<file path="config.mk">
export PLATFORM = sky130hd
export DESIGN_NAME = clk_gen_nco
export DESIGN_NICKNAME = d
export VERILOG_FILES = /design/src/rtl/clk_gen_pkg.sv /design/src/rtl/nco_channel.sv /design/src/rtl/clk_gen_nco.sv
export SDC_FILE = /design/constraint.sdc
export NUM_CORES = 1
export LEC_CHECK = 0
export CAP_MARGIN = 20
export CORE_MARGIN = 2
export CORE_UTILIZATION = 55
export DETAILED_ROUTE_END_ITERATION = 16
export GPL_TIMING_DRIVEN = 0
export PLACE_DENSITY_LB_ADDON = 0.15
export SYNTH_ARGS = -nofsm -noshare
export SYNTH_HDL_FRONTEND = slang
export SYNTH_SLANG_ARGS = --single-unit
</file>
<file path="constraint.sdc">
create_clock -name clk -period 7.71 [get_ports clk]
set_clock_uncertainty 0.2 [all_clocks]
set_input_delay 1.542 -clock clk [delete_from_list [all_inputs] [get_ports clk]]
set_output_delay 1.542 -clock clk [all_outputs]
set_load 0.05 [all_outputs]
</file>
<file path="src/rtl/clk_gen_pkg.sv">
// Shared types and sizing helpers for the multi-channel NCO clock generator.
package clk_gen_pkg;

  typedef enum logic [1:0] {
    OFF     = 2'd0,
    LOCKING = 2'd1,
    RUN     = 2'd2
  } ch_state_t;

  // Lock counter only has to hold 0..LOCK_TICKS-1.
  function automatic int lock_cnt_width(input int lock_ticks);
    int w;
    w = 1;
    while ((1 << w) < lock_ticks) begin
      w = w + 1;
    end
    return w;
  endfunction

  localparam int LOCK_TICKS_MAX = 65535;
  localparam int LOCK_CNT_W     = lock_cnt_width(LOCK_TICKS_MAX);

endpackage

</file>
<file path="src/rtl/nco_channel.sv">
// One NCO channel: phase accumulator, OFF/LOCKING/RUN sequencing and lock counter.
module nco_channel
  import clk_gen_pkg::*;
#(
  parameter int                   ACC_WIDTH  = 32,
  parameter logic [ACC_WIDTH-1:0] INIT_INCR  = {4'b0001, {(ACC_WIDTH-4){1'b0}}},
  parameter int                   LOCK_TICKS = 16
) (
  input  logic                 clk,
  input  logic                 reset,
  input  logic                 en,
  input  logic                 apply_req,
  input  logic [ACC_WIDTH-1:0] new_incr,
  output logic                 applied,
  output logic                 tick,
  output logic                 clk_out,
  output logic                 locked
);

  localparam int               CNT_W    = lock_cnt_width(LOCK_TICKS);
  localparam logic [CNT_W-1:0] CNT_LAST = CNT_W'(LOCK_TICKS - 1);

  ch_state_t            state_r;
  logic [ACC_WIDTH-1:0] acc_r;
  logic [ACC_WIDTH-1:0] incr_r;
  logic [CNT_W-1:0]     cnt_r;
  logic                 tick_r;
  logic                 clk_out_r;
  logic                 locked_r;
  logic [ACC_WIDTH:0]   sum_s;
  logic                 applied_s;

  // Accumulator sum with the carry kept as the top bit.
  always_comb begin
    sum_s = {1'b0, acc_r} + {1'b0, incr_r};
  end

  // An active channel only takes a new increment on its tick so the phase stays continuous.
  always_comb begin
    applied_s = apply_req && ((state_r == OFF) || !en || tick_r);
  end

  // Channel state, accumulator, increment and registered strobes.
  always_ff @(posedge clk or posedge reset) begin
    if (reset) begin
      state_r   <= OFF;
      acc_r     <= {ACC_WIDTH{1'b0}};
      incr_r    <= INIT_INCR;
      cnt_r     <= {CNT_W{1'b0}};
      tick_r    <= 1'b0;
      clk_out_r <= 1'b0;
      locked_r  <= 1'b0;
    end else begin
      if (applied_s) begin
        incr_r <= new_incr;
      end else begin
        incr_r <= incr_r;
      end
      if (!en) begin
        state_r   <= OFF;
        acc_r     <= {ACC_WIDTH{1'b0}};
        cnt_r     <= {CNT_W{1'b0}};
        tick_r    <= 1'b0;
        clk_out_r <= 1'b0;
        locked_r  <= 1'b0;
      end else begin
        case (state_r)
          OFF: begin
            state_r   <= LOCKING;
            acc_r     <= {ACC_WIDTH{1'b0}};
            cnt_r     <= {CNT_W{1'b0}};
            tick_r    <= 1'b0;
            clk_out_r <= 1'b0;
            locked_r  <= 1'b0;
          end
          LOCKING, RUN: begin
            acc_r     <= sum_s[ACC_WIDTH-1:0];
            tick_r    <= sum_s[ACC_WIDTH];
            clk_out_r <= clk_out_r ^ sum_s[ACC_WIDTH];
            if (applied_s) begin
              state_r  <= LOCKING;
              cnt_r    <= {CNT_W{1'b0}};
              locked_r <= 1'b0;
            end else if ((state_r == LOCKING) && tick_r) begin
              if (cnt_r == CNT_LAST) begin
                state_r  <= RUN;
                cnt_r    <= {CNT_W{1'b0}};
                locked_r <= 1'b1;
              end else begin
                state_r  <= LOCKING;
                cnt_r    <= cnt_r + CNT_W'(1);
                locked_r <= 1'b0;
              end
            end else begin
              state_r  <= state_r;
              cnt_r    <= cnt_r;
              locked_r <= (state_r == RUN);
            end
          end
          default: begin
            state_r   <= OFF;
            acc_r     <= {ACC_WIDTH{1'b0}};
            cnt_r     <= {CNT_W{1'b0}};
            tick_r    <= 1'b0;
            clk_out_r <= 1'b0;
            locked_r  <= 1'b0;
          end
        endcase
      end
    end
  end

  assign applied = applied_s;
  assign tick    = tick_r;
  assign clk_out = clk_out_r;
  assign locked  = locked_r;

endmodule

</file>
<file path="src/rtl/clk_gen_nco.sv">
// Multi-channel NCO clock generator: per-channel NCOs plus a single shared
// pending increment update with a valid/ready handshake.
module clk_gen_nco
  import clk_gen_pkg::*;
#(
  parameter int                   CHANNELS   = 2,
  parameter int                   ACC_WIDTH  = 32,
  parameter logic [ACC_WIDTH-1:0] INIT_INCR  = {4'b0001, {(ACC_WIDTH-4){1'b0}}},
  parameter int                   LOCK_TICKS = 16
) (
  input  logic                 clk,
  input  logic                 reset,
  input  logic [CHANNELS-1:0]  ch_en,
  input  logic                 cfg_valid,
  output logic                 cfg_ready,
  input  logic [2:0]           cfg_chan,
  input  logic [ACC_WIDTH-1:0] cfg_incr,
  output logic [CHANNELS-1:0]  tick,
  output logic [CHANNELS-1:0]  clk_out,
  output logic [CHANNELS-1:0]  locked
);

  localparam logic [3:0] NUM_CH = 4'(CHANNELS);

  logic                 pend_valid_r;
  logic [2:0]           pend_chan_r;
  logic [ACC_WIDTH-1:0] pend_incr_r;
  logic                 cfg_ready_r;
  logic                 chan_ok_s;
  logic                 any_applied_s;
  logic [CHANNELS-1:0]  applied_s;

  // Out-of-range targets are dropped without occupying the pending slot.
  always_comb begin
    chan_ok_s     = ({1'b0, cfg_chan} < NUM_CH);
    any_applied_s = |applied_s;
  end

  // Single pending update slot and the ready flag that guards it.
  always_ff @(posedge clk or posedge reset) begin
    if (reset) begin
      pend_valid_r <= 1'b0;
      pend_chan_r  <= 3'd0;
      pend_incr_r  <= {ACC_WIDTH{1'b0}};
      cfg_ready_r  <= 1'b1;
    end else if (pend_valid_r) begin
      if (any_applied_s) begin
        pend_valid_r <= 1'b0;
        cfg_ready_r  <= 1'b1;
      end else begin
        pend_valid_r <= 1'b1;
        cfg_ready_r  <= 1'b0;
      end
    end else if (cfg_valid && cfg_ready_r && chan_ok_s) begin
      pend_valid_r <= 1'b1;
      pend_chan_r  <= cfg_chan;
      pend_incr_r  <= cfg_incr;
      cfg_ready_r  <= 1'b0;
    end else begin
      pend_valid_r <= 1'b0;
      cfg_ready_r  <= 1'b1;
    end
  end

  assign cfg_ready = cfg_ready_r;

  for (genvar gi = 0; gi < CHANNELS; gi++) begin : g_ch
    nco_channel #(
      .ACC_WIDTH  (ACC_WIDTH),
      .INIT_INCR  (INIT_INCR),
      .LOCK_TICKS (LOCK_TICKS)
    ) u_ch (
      .clk       (clk),
      .reset     (reset),
      .en        (ch_en[gi]),
      .apply_req (pend_valid_r && (pend_chan_r == 3'(gi))),
      .new_incr  (pend_incr_r),
      .applied   (applied_s[gi]),
      .tick      (tick[gi]),
      .clk_out   (clk_out[gi]),
      .locked    (locked[gi])
    );
  end

endmodule

</file>
==> After elaboration in Yosys (flattened, before gate mapping) <==
Index checks and enable logic that the tools add are counted.
{ "classes": {"add_sub_neg": 4, "bitwise": 3, "reduce_logical": 21, "n_lt_le_gt_ge": 1, "muxes": 48, "n_eq_ne": 9} }
{ "ops": {"columns": ["op", "n"], "rows": [
  ["$mux 32", 4],
  ["$add 32x32->33", 2],
  ["$mux 4", 10],
  ["$mux 1", 24],
  ["$mux 2", 8],
  ["$add 4x1->4 const B", 2],
  ["$eq 4x4->1 const B", 2],
  ["$logic_and 1x1->1", 8],
  ["$ne 4x2->1 const B", 2],
  ["$pmux 2 s2", 2],
  ["$reduce_or 2->1", 3],
  ["$eq 2x1->1 const B", 2],
  ["$eq 2x2->1 const B", 2],
  ["$logic_not 2->1", 2],
  ["$logic_or 1x1->1", 4],
  ["$eq 3x1->1 const B", 1],
  ["$logic_not 3->1", 1],
  ["$lt 3x2->1 const B", 1],
  ["$logic_not 1->1", 2],
  ["$reduce_and 2->1", 1],
  ["$xor 1x1->1", 2],
  ["$not 1->1", 1]
]} }
{ "word_totals": {"input_bits": 40, "ff_bits": 183, "wordCells": 104} }

==> Depth between registers and ports, before layout <==
Gate-level depths: netlist of the first run.
{ "depth": {"depth_word": 7, "ltp_mapped": 10} }

==> By module <==
Synthesis of the first run repeated with hierarchy kept, for this count alone.
{ "unflattened": {"cells_unflattened": 1159, "area_unflattened_um2": 10522.6} }
{ "by_module_without_submodules": {"columns": ["mod", "area_each_um2", "cells_per_inst", "n_inst"], "rows": [
  ["nco_channel at g_ch[0].u_ch", 4658.2, 548, 1],
  ["nco_channel at g_ch[1].u_ch", 4454.3, 528, 1],
  ["clk_gen_nco", 1410.1, 83, 1]
]} }

==> Least setup slack after synthesis of the first run <==
Ideal clock, no wire load.
{ "synth_timing": {"path_kind": "input -> register", "from": "input port cfg_chan[2]", "to": "register pend_incr_r[10]", "setup_slack_ns": 4.596, "cell_stages": 3, "n_path_buf": 1, "t_arrival_ns": 2.789, "cell_sequence": "nor4_2 buf_2 mux2_2"} }
{ "synth_via": {"elab_chain_len": 3} }
{ "synth_lines": {"columns": ["element", "line", "rtl"], "rows": [
  ["start: declaration", "clk_gen_nco.sv:16", "input logic [2:0] cfg_chan,"],
  ["$lt 3x2->1", "clk_gen_nco.sv:35", "chan_ok_s = ({1'b0, cfg_chan} < NUM_CH);"],
  ["$logic_and 1x1->1", "clk_gen_nco.sv:54", "end else if (cfg_valid && cfg_ready_r && chan_ok_s) begin"],
  ["$reduce_and 2->1 (no line)", null, null],
  ["end signal: assignment", "clk_gen_nco.sv:44", "pend_incr_r <= {ACC_WIDTH{1'b0}};"],
  ["end signal: assignment", "clk_gen_nco.sv:57", "pend_incr_r <= cfg_incr;"],
  ["end: declaration", "clk_gen_nco.sv:27", "logic [ACC_WIDTH-1:0] pend_incr_r;"]
]} }
Every way passes these cells.
A chain may end at the register's enable or synchronous reset.

==> Worst setup path after layout of the first run <==
{ "layout_timing": {"from": "register g_ch[0].u_ch.tick_r", "to": "output port tick[0]"} }
{ "layout_rtl": {"columns": ["element", "line", "rtl"], "rows": [
  ["start: declaration", "nco_channel.sv:27", "logic tick_r;"],
  ["start signal: assignment", "nco_channel.sv:78", "tick_r <= sum_s[ACC_WIDTH];"],
  ["end: declaration", "clk_gen_nco.sv:18", "output logic [CHANNELS-1:0] tick,"]
]} }
No word-level cell between the ends.

==> results of run 1 <==
## critical path, cell delays in order, from the launching register on
cell and delay, ns:
dfrtp_1 0.47, buf_4 0.15, clkdlybuf4s50_1 0.78
## cell usage in the layout (no fill, tap or decap), types with 8 or more instances in the layout
cell             instances
nand2_1                 81
mux2_2                  96
buf_2                   10
clkbuf_1                25
nand3_1                 26
xor2_1                  23
nand4_1                 17
xnor2_1                 21
nor2b_1                  9
o21ai_0                 37
a31oi_1                 12
nor2_1                  93
clkdlybuf4s50_1         46
inv_1                   25
a21o_1                  20
a211oi_1                10
ha_1                    74
dfrtp_1                180
nor3_1                  17
buf_4                    8
a21oi_1                 80
o21a_1                   9
clkbuf_16               17
nand2b_1                13
## layout make-up
class | count | area, sq um | share of cell area [%]
Inverter | 26 | 105.1 | 0.9010
Sequential cell | 183 | 4583 | 39.29
Tap cell | 234 | 292.8 | 2.510
Clock buffer | 24 | 471.7 | 4.044
Clock inverter | 7 | 120.1 | 1.030
Buffer | 44 | 234.0 | 2.006
Multi-Input combinational cell | 744 | 5370 | 46.04
Timing Repair Buffer | 47 | 488.0 | 4.183
## stage by stage
stage	util, %	area (sq um)	cells
floorplan	-	10280	997
global placement	59.61	11040	1277
detailed placement	59.80	11070	1278
CTS	62.99	11660	1309
global route	62.99	11660	1309
finish	62.99	11660	1309
## layer usage
metal	track usage (%)	vias up	wire length, um
met1	34.52	3616	10760
met2	37.41	139	10250
met3	3.635	34	646
li1	-	3720	-
met4	6.684	0	463
met5	0	-	0
## power by group
| group | internal [mW] | switching [mW] | leakage (nW) |
|---|---|---|---|
| clock | 0.527 | 0.363 | 0.284 |
| sequential | 1.32 | 0.257 | 2.34 |
| combinational | 0.872 | 1.08 | 2.68 |
## path summary, 6_finish.rpt
kind,from,to,slack [ns]
setup / recovery,g_ch[0].u_ch.tick,tick[0],4.14
hold / removal,pend_chan_r[1],pend_chan_r[1],0.31
setup reg to reg,g_ch[0].u_ch.incr_r[0],g_ch[0].u_ch.acc_r[30],4.49
hold reg to reg,pend_chan_r[1],pend_chan_r[1],0.31
max in group asynchronous,reset,g_ch[0].u_ch.incr_r[26],5.02
min in group asynchronous,reset,g_ch[1].u_ch.acc_r[5],1.34
## flip-flops by register name (all words and copies together), names as in the netlist
| signal | count |
|---|---|
| g_ch.u_ch.clk_out | 2 |
| g_ch.u_ch.cnt_r | 8 |
| pend_chan_r | 3 |
| cfg_ready | 1 |
| g_ch.u_ch.acc_r | 64 |
| g_ch.u_ch.incr_r | 64 |
| pend_incr_r | 32 |
| g_ch.u_ch.locked | 2 |
| g_ch.u_ch.tick | 2 |
| pend_valid_r | 1 |
| g_ch.u_ch.state_r | 4 |
## kinds of logic after synthesis
kind of cell	Yosys count	synth area share (%)
AO/OA/AOI/OAI	228	14.50
XOR/XNOR	44	3.747
adder cells (fa/ha/maj)	76	9.392
buffers and inverters	70	3.224
flip-flops	183	44.56
multiplexers	103	11.19
AND/OR/NAND/NOR	293	13.38
==> impl_metrics.json, run 1 <==
{
  "power.leakage_nw": 5.304,
  "dp_hpwl_mm": 16.60,
  "status": "completed",
  "rr_worst_depth": 10,
  "cap_viol_max_count": 0,
  "vias": 7509,
  "max-slew-margin-rel_pct": 31.36,
  "hold_depth": 1,
  "seq_area_frac_synth_pct": 44.56,
  "dieArea_sq_um": 19810,
  "synthTopCellsByArea": "dfrtp_1, mux2_2, ha_1",
  "root_buffer": "clkbuf_16",
  "synth_top_area_share_pct": 43.80,
  "post_cts_resized": 0,
  "ys_types": 76,
  "antenna_cells": 0,
  "synth.most_common_cell": "dfrtp_1",
  "antenna_left": 0,
  "die_x_um": 140.7,
  "endpoint_kind": "output port",
  "cts_sinks": 183,
  "track_usage_pct": 23.77,
  "htreeDepth": 4,
  "fin_ws_ns": 4.138,
  "ir_drop_mv": 0.1899,
  "grt_pass1_wl_mm": 37.47,
  "syn-num-nets": 1113,
  "grt_pass1_vias": 7310,
  "hold_slack_ns": 0.3101,
  "clock_latency_ns": 0.42,
  "async_flop_share_pct": 100.0,
  "fin_setup_tns_ns": 0,
  "finalNetCount": 1179,
  "synth.largest_area_cell": "dfrtp_1",
  "cts-buffers-inserted": 17,
  "antenna_found_initial": 0,
  "syn_to_final_growth_pct": 13.42,
  "grt_max_degree": 129,
  "clockBufferDepth": 2,
  "synth_edf_count": 0,
  "grt_setup_unrepaired": "false",
  "start_util_pct": 55.54,
  "wirelength_mm": 22.12,
  "tightest_slew_ns": 1.021,
  "coreArea_sq_um": 18520,
  "path_clk_slew_ns": 0.07,
  "io_pins": 47,
  "cts_tree": "done",
  "first_pass_iters": 5,
  "layout_min_cycle_time_ns": 3.572,
  "worstPathMaxFanout": 7,
  "die_height_um": 140.7,
  "ys_ff_latch": 183,
  "cp.required_ns": 5.97,
  "setup_viol": 0,
  "drtIter0Drc": 376,
  "finalMaxSlewViolations": 0,
  "synthCells": 997,
  "fillers": 1494,
  "dp_slack_ns": 3.641,
  "hold_violations": 0,
  "layout-drive-gt1-share_pct": 15.07,
  "port_buffers": 46,
  "synth-warning-count": 0,
  "gp_congestion": 0.8830,
  "yosys_most_used_dff": "dfrtp_1",
  "crit_path_start_kind": "flop",
  "finalCritPeriodShare_pct": 46.33,
  "path_class": "flop to output port",
  "post_drt_wl_per_cell_um": 16.90,
  "hold_buffers": 0,
  "cp.arrival_ns": 1.83,
  "synth_common_cells": "dfrtp_1, mux2_2, nor2_1",
  "overflow": 0,
  "max_freq_mhz": 280.0,
  "pwr_density_cell_nw_per_um2": 378.9,
  "cts_setup_buffers": 0,
  "hold_class": "flop to flop",
  "drc": 0,
  "power.total_mw": 4.420,
  "netlist_area_sq_um": 10280,
  "drt-vias-per-instance": 5.736,
  "std_cell_rows": 50,
  "syn-mean-instance-area_sq_um": 10.32
}
No activity file was read; power rests on OpenSTA's default activity.
==> run 2: changes to the inputs <==
==> constraint.sdc (replaced) <==
create_clock -name clk -period 3 [get_ports clk]
set_clock_uncertainty 0.2 [all_clocks]
set_input_delay 0.6 -clock clk [delete_from_list [all_inputs] [get_ports clk]]
set_output_delay 0.6 -clock clk [all_outputs]
set_load 0.05 [all_outputs]
==> impl_metrics.json, run 2 (synthesis results as in run 1) <==
{
  "hold_slack_ns": 0.3034,
  "ir_drop_mv": 0.4956,
  "path_clk_slew_ns": 0.07,
  "htreeDepth": 4,
  "max_freq_mhz": 336.8,
  "io_pins": 47,
  "cp.required_ns": 3.16,
  "top_layer_used": "met4",
  "dr_wl_met2_mm": 10.77,
  "max-slew-margin-rel_pct": 34.96,
  "grt_pass1_wl_mm": 37.00,
  "drc": 0,
  "dr_wl_met3_um": 573,
  "start_util_pct": 55.54,
  "vias": 7560,
  "reg_top3": "g_ch.u_ch.acc_r: 64 flops, g_ch.u_ch.incr_r: 64 flops, pend_incr_r: 32 flops",
  "track_usage_pct": 23.61,
  "power.leakage_nw": 5.386,
  "endpoint_kind": "flop",
  "coreArea_sq_um": 18520,
  "die_height_um": 140.7,
  "crit_path_start_kind": "flop",
  "die_x_um": 140.7,
  "antenna_found_initial": 0,
  "worstPathMaxFanout": 3,
  "finalCritPeriodShare_pct": 98.99,
  "grt_setup_unrepaired": "true",
  "pwr_density_cell_nw_per_um2": 959.6,
  "path_class": "flop to flop",
  "status": "completed",
  "final_common_cell": "dfrtp_1",
  "clockBufferDepth": 2,
  "final_core_util_pct": 63.89,
  "met1_length_mm": 10.72,
  "root_buffer": "clkbuf_16",
  "post_drt_wl_per_cell_um": 17.04,
  "cap_viol_max_count": 0,
  "finalNetCount": 1187,
  "std_cell_rows": 50,
  "grt_max_degree": 42,
  "dp_hpwl_mm": 16.81,
  "drtIter0Drc": 385,
  "finalMaxSlewViolations": 0,
  "setup_viol": 0,
  "grt_pass1_vias": 7364,
  "drt-vias-per-instance": 5.740,
  "tightest_slew_ns": 0.9675,
  "hold_class": "flop to flop",
  "cts-buffers-inserted": 17,
  "gp_congestion": 0.8926,
  "layout_common_cells": "dfrtp_1, mux2_2, nor2_1",
  "cts_tree": "done",
  "layout_min_cycle_time_ns": 2.970,
  "cp.arrival_ns": 3.13,
  "antenna_cells": 0,
  "port_buffers": 46,
  "wirelength_mm": 22.44,
  "syn_to_final_growth_pct": 15.02,
  "dieArea_sq_um": 19810,
  "first_pass_iters": 5,
  "antenna_left": 0,
  "clock_latency_ns": 0.44,
  "hold_violations": 0,
  "overflow": 0,
  "layout-drive-gt1-share_pct": 17.17,
  "cts_sinks": 183
}
[run 2: what timing repair did]
action                     4_1_cts  5_1_grt
gates resized for setup          5       12
setup buffers                    0        4
setup endpoints to repair        3        9
pin swaps                        0        4
hold buffers                     0        0
[run 2: path summary, 6_finish.rpt]
check / startpoint / to / slack, ns / cells past startpoint
setup / recovery: g_ch[0].u_ch.incr_r[0] / g_ch[0].u_ch.acc_r[30] / 0.03 / 10
setup reg to reg: g_ch[0].u_ch.incr_r[0] / g_ch[0].u_ch.acc_r[30] / 0.03 / 10
max in group asynchronous: reset / g_ch[0].u_ch.incr_r[28] / 1.19 / 5
hold / removal: pend_chan_r[1] / pend_chan_r[1] / 0.30 / 1
hold reg to reg: pend_chan_r[1] / pend_chan_r[1] / 0.30 / 1
min in group asynchronous: reset / g_ch[1].u_ch.acc_r[6] / 0.31 / 2
[run 2: report_power, final]
group	leakage [nW]	internal (mW)	switching [mW]	total, mW
Combinational	2.76	2.28	2.84	5.13
Clock	0.280	1.21	0.959	2.17
Sequential	2.34	3.39	0.664	4.06
[run 2: metrics by stage]
step                      setup TNS [ns]  power (mW)  setup slack, ns  instance area (sq um)  std cells
after floorplan                   -26.66       7.855          -0.1481                  10290        997
after global placement           -312.83       8.896           -1.735                  11040       1277
after detailed placement          -1.720       9.039          -0.1531                  11140       1282
after CTS                      -0.007623       11.30        -0.007623                  11730       1313
after global routing             -0.2416       12.23         -0.07412                  11830       1317
final                                  0       11.35          0.03044                  11830       1317
[run 2: layout make-up]
type                       instances  area (sq um)
clock buffer                      21         470.5
tap                              234         292.8
fill                            1461          6688
buffer                            44         234.0
sequential                       183          4583
clock inverter                    10         96.34
multi-input combinational        744          5461
inverter                          26         101.3
timing repair buffer              55         590.6
[run 2: critical path: stages, from the launching register on]
cell     delay (ns)
dfrtp_1        0.42
ha_4           0.21
inv_1          0.06
fa_1           0.38
and2b_2        0.26
o31ai_2        0.08
a211o_1        0.37
a31oi_4        0.20
a31oi_4        0.15
o41ai_4        0.34
mux2i_1        0.22
[run 2: metal layers]
metal / vias to the layer above / track usage, %
met4: 0 / 7.053
met3: 26 / 3.499
met5: - / 0
met1: 3694 / 32.98
li1: 3733 / -
met2: 107 / 38.56
==> run 3: changes to the inputs <==
--- a/config.mk
+++ b/config.mk
@@ -6,8 +6,10 @@
 export NUM_CORES = 1
 export LEC_CHECK = 0
 export CAP_MARGIN = 20
+export CORE_ASPECT_RATIO = 1.4
 export CORE_MARGIN = 2
 export CORE_UTILIZATION = 55
+export CTS_CLUSTER_SIZE = 16
 export DETAILED_ROUTE_END_ITERATION = 16
 export GPL_TIMING_DRIVEN = 0
 export PLACE_DENSITY_LB_ADDON = 0.15
==> impl_metrics.json, run 3 (synthesis results as in run 1) <==
{
  "status": "completed",
  "clock_latency_ns": 0.43,
  "p_sw_share_pct": 39.01,
  "clockBufferDepth": 2,
  "layout_common_cells": "dfrtp_1, mux2_2, nor2_1",
  "cts_tree": "done",
  "std_cell_rows": 59,
  "post_drt_wl_per_cell_um": 17.64,
  "cts_sinks": 183,
  "critPathMaxStageDelay_ns": 0.45,
  "dieArea_sq_um": 19820,
  "max-slew-margin-rel_pct": 52.02,
  "drc": 0,
  "finalNetCount": 1188,
  "power.total_mw": 11.55,
  "dp_hpwl_mm": 17.64,
  "crit_path_start_kind": "flop",
  "cp.arrival_ns": 3.00,
  "port_buffers": 46,
  "finalCritPeriodShare_pct": 96.83,
  "hold_slack_ns": 0.3102,
  "grt_max_degree": 42,
  "cp_common_cell": "nor2_1",
  "worstPathMaxFanout": 4,
  "cts-buffers-inserted": 17,
  "path_buf_inv": 1,
  "power.leakage_nw": 5.409,
  "track_usage_pct": 24.29,
  "syn_to_final_growth_pct": 15.72,
  "hold_class": "flop to flop",
  "reg_top3": "g_ch.u_ch.acc_r: 64 flops, g_ch.u_ch.incr_r: 64 flops, pend_incr_r: 32 flops",
  "max_freq_mhz": 344.2,
  "layout-drive-gt1-share_pct": 17.51,
  "drt-vias-per-instance": 5.744,
  "crit_chain": "ha_1 > inv_1 > fa_1 > nor2b_2 > o2111ai_2 > a31oi_2 > nor2_1 > a311oi_2 > xnor2_1 > nor2_1",
  "die_height_um": 165.8,
  "antenna_found_initial": 0,
  "cp.required_ns": 3.09,
  "ir_drop_mv": 0.4652,
  "drtIter0Drc": 588,
  "cp_slowest_cell": "fa_1",
  "path_class": "flop to flop",
  "io_pins": 47,
  "final_common_cell": "dfrtp_1",
  "antenna_cells": 0,
  "gp_congestion": 0.9250,
  "coreArea_sq_um": 18460,
  "fillers": 1537,
  "start_util_pct": 55.73,
  "grt_pass1_wl_mm": 38.01,
  "crit_family": "compound AO/OA/AOI/OAI gates",
  "setup_viol": 0,
  "finalMaxSlewViolations": 0,
  "cap_viol_max_count": 0,
  "tightest_slew_ns": 0.7182,
  "first_pass_iters": 5,
  "layout_min_cycle_time_ns": 2.905,
  "clkPwrFrac_pct": 20.2,
  "overflow": 0,
  "switchingPower_mw": 4.506,
  "hold_violations": 0,
  "htreeDepth": 4,
  "fin_ws_ns": 0.09503,
  "endpoint_kind": "flop",
  "wirelength_mm": 23.45,
  "antenna_left": 0,
  "grt_pass1_vias": 7529,
  "vias": 7634,
  "path_clk_slew_ns": 0.07,
  "final_core_util_pct": 64.49,
  "root_buffer": "clkbuf_16",
  "pwr_density_cell_nw_per_um2": 970.4,
  "die_x_um": 119.6,
  "pwr-share-seq_pct": 34.9,
  "dp_slack_ns": -0.2871,
  "comb_power_share_pct": 44.9,
  "hold_buffers": 0,
  "p_int_mw": 7.043
}
run 3: worst reg2reg max path: stages, from the launching register on:
cell and delay [ns]:
dfrtp_1 0.39, ha_1 0.20, inv_1 0.07, fa_1 0.45
nor2b_2 0.19, o2111ai_2 0.17, a31oi_2 0.29, nor2_1 0.17
a311oi_2 0.39, xnor2_1 0.19, nor2_1 0.07
run 3: routing by layer:
metal,part of all wire [%],track usage [%],vias up,routed length (um)
li1,-,-,3729,-
met1,43,30.31,3738,10170
met2,51,42.39,126,12070
met3,2.4,3.125,41,561
met4,2.7,10.03,0,643
met5,0,0,-,0
run 3: layout make-up:
cell class	count	area, sq um	area share (%)
clock buffer	23	508.0	4.268
tap	244	305.3	2.565
multi-input combinational	744	5470	45.96
sequential	183	4583	38.51
buffer	44	234.0	1.966
timing repair buffer	56	585.6	4.920
inverter	26	101.3	0.8516
clock inverter	9	113.9	0.9567
run 3: power by group through the flow:
stage               registers [mW]  clock network (mW)  logic [mW]
finish                        4.03                2.34        5.18
global placement              4.03                   0        4.94
detailed placement            4.06                   0        5.02
floorplan                     3.80                   0        4.06
CTS                           4.03                2.37        5.11
global route                  4.14                2.48        5.77
run 3: path summary, 6_finish.rpt:
kind	endpoint	start	slack, ns	cells past startpoint
max	g_ch[1].u_ch.acc_r[26]	g_ch[1].u_ch.incr_r[0]	0.1	10
min in group asynchronous	g_ch[1].u_ch.incr_r[31]	reset	0.42	2
max reg2reg	g_ch[1].u_ch.acc_r[26]	g_ch[1].u_ch.incr_r[0]	0.1	10
min	pend_chan_r[1]	pend_chan_r[1]	0.31	1
max in group asynchronous	g_ch[0].u_ch.incr_r[7]	reset	0.72	6
min reg2reg	pend_chan_r[1]	pend_chan_r[1]	0.31	1
run 3: timing repair:
action                                  4_1_cts  5_1_grt
gates resized for setup                       6       11
cloned                                        0        0
endpoints found under the setup margin        6       11
buffers inserted                              0        5
pin swaps                                     1        4
hold endpoints to repair                      0        0
run 3: per-stage QoR:
stage          std cells   TNS (ns)  instance area, sq um
6_report            1329          0                 11900
5_1_grt             1329  -0.002100                 11900
4_1_cts             1324          0                 11800
3_5_place_dp        1292     -9.263                 11140
3_3_place_gp        1287    -315.72                 11050
2_1_floorplan        997     -26.66                 10290
